`src/rtl/regfile_pkg.sv`:
```
// Shared definitions for the multi-port register file: default widths and
// the helper that locates a port's slice inside a packed port bus.
package regfile_pkg;

    localparam int DATA_W_DEF = 32;
    localparam int ADDR_W_DEF = 5;
    localparam int NUM_RD_MAX = 4;
    localparam int DEPTH      = 2**ADDR_W_DEF;

    // Low bit of port 'idx' in a bus made of 'width'-bit fields.
    function automatic int slice_lo(input int idx, input int width);
        return idx * width;
    endfunction

endpackage

```
`src/rtl/regfile_scoreboard.sv`:
```
// Per-register busy scoreboard. A write retires a pending result and
// bsy_set marks a new one. Sets are applied after clears, so a producer that
// issues in the same cycle as the old result lands keeps the register busy.
module regfile_scoreboard
    import regfile_pkg::*;
#(
    parameter int ADDR_W   = ADDR_W_DEF,
    parameter int ZERO_REG = 1
) (
    input  logic                   clk,
    input  logic                   rst_n,
    input  logic                   wa_en,
    input  logic [ADDR_W-1:0]      wa_addr,
    input  logic                   wb_en,
    input  logic [ADDR_W-1:0]      wb_addr,
    input  logic                   bsy_set,
    input  logic [ADDR_W-1:0]      bsy_addr,
    output logic [2**ADDR_W-1:0]   busy_q,
    output logic [2**ADDR_W-1:0]   busy_nxt,
    output logic                   any_busy
);

    logic set_ok;

    // Register 0 can never hold a pending result when it is hardwired to zero.
    assign set_ok = bsy_set && !((ZERO_REG != 0) && (bsy_addr == '0));

    // Busy next-state: clear for port A, clear for port B, then set.
    always_comb begin
        busy_nxt = busy_q;
        if (wa_en) busy_nxt[wa_addr] = 1'b0;
        if (wb_en) busy_nxt[wb_addr] = 1'b0;
        if (set_ok) busy_nxt[bsy_addr] = 1'b1;
    end

    // Busy vector and its registered OR-reduction.
    always_ff @(posedge clk or negedge rst_n) begin
        if (!rst_n) begin
            busy_q   <= '0;
            any_busy <= 1'b0;
        end else begin
            busy_q   <= busy_nxt;
            any_busy <= |busy_nxt;
        end
    end

endmodule

```
`src/rtl/regfile_mp.sv`:
```
// Multi-port register file: two write ports (B has priority over A on an
// address collision), NUM_RD registered read ports with optional same-cycle
// bypass, optional hardwired zero register, and a busy scoreboard.
module regfile_mp
    import regfile_pkg::*;
#(
    parameter int DATA_W   = DATA_W_DEF,
    parameter int ADDR_W   = ADDR_W_DEF,
    parameter int NUM_RD   = 2,
    parameter int ZERO_REG = 1,
    parameter int BYPASS   = 1
) (
    input  logic                       clk,
    input  logic                       rst_n,
    input  logic [NUM_RD-1:0]          rd_en,
    input  logic [NUM_RD*ADDR_W-1:0]   rd_addr,
    output logic [NUM_RD*DATA_W-1:0]   rd_data,
    output logic [NUM_RD-1:0]          rd_busy,
    input  logic                       wa_en,
    input  logic [ADDR_W-1:0]          wa_addr,
    input  logic [DATA_W-1:0]          wa_data,
    input  logic                       wb_en,
    input  logic [ADDR_W-1:0]          wb_addr,
    input  logic [DATA_W-1:0]          wb_data,
    input  logic                       bsy_set,
    input  logic [ADDR_W-1:0]          bsy_addr,
    output logic                       any_busy
);

    localparam int N_REGS = 2**ADDR_W;

    logic [DATA_W-1:0] mem [N_REGS];
    logic [N_REGS-1:0] sb_busy;
    logic [N_REGS-1:0] sb_busy_nxt;
    logic              wa_ok;
    logic              wb_ok;

    // Writes to register 0 are dropped when it is hardwired to zero.
    assign wa_ok = wa_en && !((ZERO_REG != 0) && (wa_addr == '0));
    assign wb_ok = wb_en && !((ZERO_REG != 0) && (wb_addr == '0));

    // Storage: port B is assigned last so it wins a same-address collision.
    always_ff @(posedge clk or negedge rst_n) begin
        if (!rst_n) begin
            for (int r = 0; r < N_REGS; r++) mem[r] <= '0;
        end else begin
            if (wa_ok) mem[wa_addr] <= wa_data;
            if (wb_ok) mem[wb_addr] <= wb_data;
        end
    end

    regfile_scoreboard #(
        .ADDR_W   (ADDR_W),
        .ZERO_REG (ZERO_REG)
    ) u_scoreboard (
        .clk      (clk),
        .rst_n    (rst_n),
        .wa_en    (wa_en),
        .wa_addr  (wa_addr),
        .wb_en    (wb_en),
        .wb_addr  (wb_addr),
        .bsy_set  (bsy_set),
        .bsy_addr (bsy_addr),
        .busy_q   (sb_busy),
        .busy_nxt (sb_busy_nxt),
        .any_busy (any_busy)
    );

    for (genvar i = 0; i < NUM_RD; i++) begin : g_rd
        logic [ADDR_W-1:0] addr;
        logic [DATA_W-1:0] data_d;
        logic [DATA_W-1:0] data_q;
        logic              busy_d;
        logic              busy_r;

        assign addr = rd_addr[slice_lo(i, ADDR_W) +: ADDR_W];

        // Read value: stored contents, or post-edge contents when bypassing.
        always_comb begin
            data_d = mem[addr];
            busy_d = sb_busy[addr];
            if (BYPASS != 0) begin
                busy_d = sb_busy_nxt[addr];
                if (wa_ok && (wa_addr == addr)) data_d = wa_data;
                if (wb_ok && (wb_addr == addr)) data_d = wb_data;
            end
            if ((ZERO_REG != 0) && (addr == '0)) begin
                data_d = '0;
                busy_d = 1'b0;
            end
        end

        // Read port register: loads on rd_en, otherwise holds.
        always_ff @(posedge clk or negedge rst_n) begin
            if (!rst_n) begin
                data_q <= '0;
                busy_r <= 1'b0;
            end else if (rd_en[i]) begin
                data_q <= data_d;
                busy_r <= busy_d;
            end
        end

        assign rd_data[i*DATA_W +: DATA_W] = data_q;
        assign rd_busy[i]                  = busy_r;
    end

endmodule
```
`config.mk`:
```
export PLATFORM = sky130hd
export DESIGN_NAME = regfile_mp
export DESIGN_NICKNAME = d
export VERILOG_FILES = /design/src/rtl/regfile_pkg.sv /design/src/rtl/regfile_scoreboard.sv /design/src/rtl/regfile_mp.sv
export SDC_FILE = /design/constraint.sdc
export NUM_CORES = 2
export LEC_CHECK = 0
export BUFFER_PORTS_ARGS = -buffer_cell sky130_fd_sc_hd__buf_2
export CORE_UTILIZATION = 58
export CTS_BUF_LIST = sky130_fd_sc_hd__clkbuf_16
export CTS_CLUSTER_DIAMETER = 100
export DETAILED_ROUTE_END_ITERATION = 8
export HOLD_SLACK_MARGIN = 0.15
export PLACE_DENSITY = 0.78
export SYNTH_ARGS = -nofsm -noshare
export SYNTH_HDL_FRONTEND = slang
export SYNTH_SLANG_ARGS = --single-unit
```
`constraint.sdc`:
```
create_clock -name clk -period 1.7 [get_ports clk]
set_input_delay 0.17 -clock clk [delete_from_list [all_inputs] [get_ports clk]]
set_output_delay 0.17 -clock clk [all_outputs]
set_load 0.01 [all_outputs]
```
Word-level counts from Yosys, hierarchy flattened --
Index checks and enable logic that the tools add are counted.
Word-level totals: memories 0, word-level logic and storage cells 121, ROM bits 0, input bits 96, RAM bits 0, output and inout bits 67, latch bits 0, bits in registers 1123
Cells by class: shifts and indexed selects 0, equal/unequal tests 4, multipliers 0, multiplexer cells 35, divide/modulo/power cells 0, bitwise operators 9, add/subtract/negate cells 0, reductions and logical operators 21, magnitude comparators 14
Operators by type and width (number):
- $bwmux 1024 | 2
- $mux 1024 | 2
- $mux 32 | 15
- $bmux 32 s5 | 2
- $demux 32 s5 | 2
- $and 32x32->32 | 2
- $not 32->32 | 2
- $or 32x32->32 | 1
- $reduce_or 32->1 | 1
- $lt 5x6->1 const B | 5
- $logic_not 5->1 | 5
- $ge 6x6->1 const B | 4
- $not 5->6 | 4
- $eq 5x5->1 | 4
- $demux 1 s5 | 3
- $ge 5x1->1 const B | 3
- $logic_and 1x1->1 | 12
- $lt 6x1->1 const B | 2
- $bmux 1 s5 | 2
- $mux 1 | 7
- $logic_not 1->1 | 3

Depth between registers and ports, before layout --
word-level depth 14, mapped depth 11

Cells and area by module --
A second synthesis with hierarchy kept.
Unflattened totals: cells, all modules 6837, area, all modules 69291.5 um^2
By module, submodules not included:
- regfile_mp | cells an instance 6680, area each 67517.3 um^2, times used 1
- regfile_scoreboard | cells an instance 157, area each 1774.2 um^2, times used 1

Worst setup path after synthesis --
OpenSTA, ideal clock, no wires.
path kind input to register, start point input port rd_addr[5], end point register g_rd[1].data_q[10], arrival time 2048 ps, stages on the path 9, slack -474 ps, library setup time 126 ps, data required time 1574 ps, cells stage by stage buf_2 -> clkbuf_1 -> buf_2 -> mux4_2 -> o22ai_1 -> nor2_1 -> a21oi_1 -> o21ai_0 -> a221o_1
On the way: word-level cells in the longest chain between the ends 7, elaborated cells between the ends (all ways) 12, those cells by class eq/ne: 2; mux: 6; bitwise: 1; reduce/logical: 3
Ends and longest elaborated chain:
- from (decl) | RTL line regfile_mp.sv:16 | input logic [NUM_RD*ADDR_W-1:0] rd_addr,
- $not 5->6 (implied by the code) | RTL line regfile_mp.sv:80 | data_d = mem[addr];
- $bmux 32 s5 | RTL line regfile_mp.sv:80
- $mux 32 (implied by the code) (2 in a row) | RTL line regfile_mp.sv:80
- $mux 32 | RTL line regfile_mp.sv:84 | if (wa_ok && (wa_addr == addr)) data_d = wa_data;
- $mux 32 | RTL line regfile_mp.sv:85 | if (wb_ok && (wb_addr == addr)) data_d = wb_data;
- $mux 32 (*) | RTL line regfile_mp.sv:87 | if ((ZERO_REG != 0) && (addr == '0)) begin
- to (signal assigned) | RTL line regfile_mp.sv:99 | data_q <= data_d;
- to (decl) | RTL line regfile_mp.sv:72 | logic [DATA_W-1:0] data_q;
Mark *: on every way between the ends. The rest lies on a longest branch, timed or not. The select of a mux whose other input is x is not followed. A chain may end at the register's enable or synchronous reset.

Worst setup path after layout --
start point register mem[798] (netlist name), end point register g_rd[0].data_q[30]
On the way: word-level cells in the longest chain between the ends 6
Ends and longest elaborated chain:
- from (decl) | RTL line regfile_mp.sv:32 | logic [DATA_W-1:0] mem [N_REGS];
- from (signal, indexed assignment) | RTL line regfile_mp.sv:47 | if (wa_ok) mem[wa_addr] <= wa_data;
- from (signal, indexed assignment) | RTL line regfile_mp.sv:48 | if (wb_ok) mem[wb_addr] <= wb_data;
- $bmux 32 s5 | RTL line regfile_mp.sv:80
- $mux 32 (implied by the code) (2 in a row) | RTL line regfile_mp.sv:80
- $mux 32 | RTL line regfile_mp.sv:84
- $mux 32 | RTL line regfile_mp.sv:85
- $mux 32 | RTL line regfile_mp.sv:87
- to (signal assigned) | RTL line regfile_mp.sv:99
- to (decl) | RTL line regfile_mp.sv:72
No other way between the ends. The select of a mux whose other input is x is not followed.

==> impl_metrics.env <==
export IMPL_run_status="complete, but fails checks"
export IMPL_violations="negative setup slack"
export IMPL_drv_slew=0
export IMPL_clock_insertion_delay_worst_skew_ns=0.77
export IMPL_drt_pre_antenna_iters=9
export IMPL_drive_gt1_frac=0.2333
export IMPL_std_cell_rows=126
export IMPL_dr_first_iter_drc_count=11370
export IMPL_core_area_mm2=0.1184
export IMPL_power_switching_share=0.3319
export IMPL_grtUsageTotal=0.4779
export IMPL_setup_viol=67
export IMPL_detailroute_wirelength_met3_um=51000
export IMPL_critPathArrivalTime_ns=2.58
export IMPL_min_period_ns=1.919
export IMPL_internal_power_mw=62.97
export IMPL_area_growth_syn_to_layout_pct=21.80
export IMPL_max_clock_freq_ghz=0.5210
export IMPL_post_synth_inst_count=7261
export IMPL_wl_met2_um=119300
export IMPL_h_tree_lvls=4
export IMPL_finish_instance_area_mm2=0.08468
export IMPL_syn_mean_instance_area_um2=9.575
export IMPL_design_power_total_mw=94.24
export IMPL_dpl_cell_count=8927
export IMPL_numCtsBuffers=130
export IMPL_yosys_warnings=0
export IMPL_worst_ep_required_ns=2.36
export IMPL_setup_tns_ns=-5.926
export IMPL_timing_clock_skew_ns=0.03438
export IMPL_ctsRootBufferMaster="sky130_fd_sc_hd__clkbuf_16"
export IMPL_synth_nets=7357
export IMPL_chipHeight_um=348.2
export IMPL_timing_critical_path_max_delay_family="compound AO/OA/AOI/OAI gates"
export IMPL_post_place_ws_ns=-0.8557
export IMPL_path_class="register to register"
export IMPL_placed_cell_area_mm2=0.07789
export IMPL_cts_tree="yes"
export IMPL_synth_top_area_share=0.4042
export IMPL_holdCritPathClass="primary input to register"
export IMPL_max_slew_margin=0.1314
export IMPL_routed_via_count=67600
export IMPL_power_density_of_the_placed_cells_mw_per_mm2=1113
export IMPL_synthMostInstantiatedCell="sky130_fd_sc_hd__mux2i_1"
export IMPL_wl_met1_um=96360
export IMPL_clock_power_share=0.295
export IMPL_share_seq_of_total_power=0.418
export IMPL_critical_path_max_fanout=3
export IMPL_clk_pin_slew_ns=0.06
export IMPL_power_switching_mw=31.28
export IMPL_grt_first_pass_wirelength_um=427600
export IMPL_part_of_the_yosys_area_used_for_sequential_elements=0.4042
export IMPL_synthTopCellsByCount="sky130_fd_sc_hd__mux2i_1, sky130_fd_sc_hd__dfrtp_1, sky130_fd_sc_hd__a21oi_1, sky130_fd_sc_hd__nor2_1, sky130_fd_sc_hd__nand2_1"
export IMPL_cpPeakStageDelay_ns=0.52
export IMPL_vias_per_cell=7.264
export IMPL_gp_congestion=0.9706
export IMPL_number_of_enable_type_register_cells_in_the_synthesized_netlist=0
export IMPL_antenna_found_initial=9
export IMPL_floorplan_io_pins=163
export IMPL_yosys_most_used_dff="sky130_fd_sc_hd__dfrtp_1"
export IMPL_cp_end_kind="register"
export IMPL_netlist_top_cells_area="sky130_fd_sc_hd__dfrtp_1, sky130_fd_sc_hd__mux2i_1, sky130_fd_sc_hd__mux4_2"
export IMPL_grt_pass1_vias=66200
export IMPL_num_nets_final=7695
export IMPL_crit_path_top_delay_cell="sky130_fd_sc_hd__mux4_2"
export IMPL_final_min_period_over_clock_period=1.129
export IMPL_finalWirelength_um=294300
export IMPL_crit_path_cell_trace="mux4_2 > o22ai_2 > nor3_2 > a21oi_2 > o21ai_1 > a221o_1"
export IMPL_share_comb_of_total_power=0.287
export IMPL_worstSetupStartpointType="register"
export IMPL_worst_ir_drop_vdd_mv=1.166
export IMPL_max_cap_viol_count=0
export IMPL_worst_pin_slew_ns=1.303
export IMPL_timing_hold_violations_final=0
export IMPL_hpwlAfterDp_um=176800
export IMPL_cellLeakagePower_nw=37.67
export IMPL_synth_area_mm2=0.06953
export IMPL_finalWorstSetupSlack_ns=-0.2194
export IMPL_grt_start_max_net_pins=97
export IMPL_initial_core_util=0.5872
export IMPL_grt_ovfl_total=0
export IMPL_port_buffers=162
export IMPL_die_area_mm2=0.1213
export IMPL_cp_num_buf_inv=0
export IMPL_floorplan_die_width_um=348.2
export IMPL_finalNonFillerCells=9306
export IMPL_clock_sinks=1123
export IMPL_routed_top_layer="met5"
export IMPL_whs_ns=0.1751
export IMPL_wire_per_inst_um=31.63
export IMPL_detail_route_antenna_nets=0
export IMPL_clk_path_buf_depth=3
export IMPL_ys_seq_elements=1123
export IMPL_asyncSetResetFlopFracSynth=1.000
export IMPL_synth_top_cell_by_area="sky130_fd_sc_hd__dfrtp_1"
export IMPL_rsz0062_at_grt="true"
export IMPL_netlist_cell_type_count=68
export IMPL_postLayoutCoreUtil=0.7152
export IMPL_drc=0
export IMPL_n_fill_cell=8037
final timing paths:
path	startpoint	to	cells past startpoint	slack, ns
min in group asynchronous	rst_n	u_scoreboard.busy_q[7]	3	0.29
max in group asynchronous	rst_n	mem[452]	3	0.40
max	mem[798]	g_rd[0].data_q[30]	6	-0.22
min reg2reg	mem[1008]	mem[1008]	0	0.40
min	wb_addr[0]	u_scoreboard.busy_q[21]	5	0.18
max reg2reg	mem[798]	g_rd[0].data_q[30]	6	-0.22
layout by cell type, fill, tap and decap left out, types with 136 or more instances in the layout:
| cell type | synthesis | routed |
|---|---|---|
| sky130_fd_sc_hd__a21oi_1 | 928 | 887 |
| sky130_fd_sc_hd__mux4_2 | 263 | 263 |
| sky130_fd_sc_hd__o221ai_1 | 257 | 227 |
| sky130_fd_sc_hd__dfrtp_1 | 1123 | 1121 |
| sky130_fd_sc_hd__clkbuf_16 | 0 | 136 |
| sky130_fd_sc_hd__buf_12 | 0 | 206 |
| sky130_fd_sc_hd__buf_2 | 140 | 148 |
| sky130_fd_sc_hd__nor2_1 | 897 | 856 |
| sky130_fd_sc_hd__mux2i_1 | 1335 | 1330 |
| sky130_fd_sc_hd__o21ai_0 | 366 | 306 |
| sky130_fd_sc_hd__buf_4 | 10 | 610 |
| sky130_fd_sc_hd__nand2_1 | 609 | 575 |
power by group through the flow:
stage | combinational (mW) | clock, mW | sequential [mW]
after floorplan | 16.9 | 0 | 37.6
after global placement | 23.2 | 0 | 38.8
after detailed placement | 24.2 | 0 | 39.4
after CTS | 25.4 | 27.6 | 39.1
after global routing | 28.8 | 28.7 | 40.1
final | 27.1 | 27.8 | 39.4
registers in the layout (all words and copies together), names as in the netlist:
name                   count
mem                     1024
g_rd.data_q               64
u_scoreboard.busy_q       32
g_rd.busy_r                2
u_scoreboard.any_busy      1
cell type report:
class | instances | area, um2 | area share
Antenna cell | 7 | 17.52 | 0.0002069
Clock buffer | 135 | 3378 | 0.03989
Clock inverter | 97 | 714.4 | 0.008437
Inverter | 21 | 82.58 | 0.0009752
Multi-Input combinational cell | 5250 | 39800 | 0.4700
Sequential cell | 1123 | 28100 | 0.3319
Tap cell | 1600 | 2002 | 0.02364
Timing Repair Buffer | 1073 | 10590 | 0.1250
layer usage:
layer  GRT usage  vias to the layer above
met4      0.3538                        4
met3      0.2013                     2065
li1            -                    27100
met5           0                        -
met2      0.6619                     6491
met1      0.5940                    31940
what timing repair did:
item / CTS / global route
cloned: 0 / 1
resized for setup: 151 / 151
buffers inserted: 18 / 29
pin swaps: 88 / 81
hold buffers: 95 / 1
endpoints found under the setup margin: 67 / 74
endpoints found under the hold margin: 2198 / 1
kinds of logic (layout without fill, tap and decap cells):
logic type                after synthesis  in the layout  synth area share
AOI/OAI and AO/OA                    1867           1867            0.1592
and+or+nand+nor                      1764           1764            0.1054
muxes                                1599           1599            0.2776
DFF                                  1123           1123            0.4042
buffers and inverters                 888           1326           0.05111
xor gates and xnor gates               20             20          0.002520
other                                   0              7                 0
worst reg2reg max path: stages, from the launching register on:
cell and delay (ns):
sky130_fd_sc_hd__dfrtp_1 0.39, sky130_fd_sc_hd__mux4_2 0.52, sky130_fd_sc_hd__o22ai_2 0.20, sky130_fd_sc_hd__nor3_2 0.07, sky130_fd_sc_hd__a21oi_2 0.22, sky130_fd_sc_hd__o21ai_1 0.09
sky130_fd_sc_hd__a221o_1 0.31
Power figures use the tool's default switching activity.
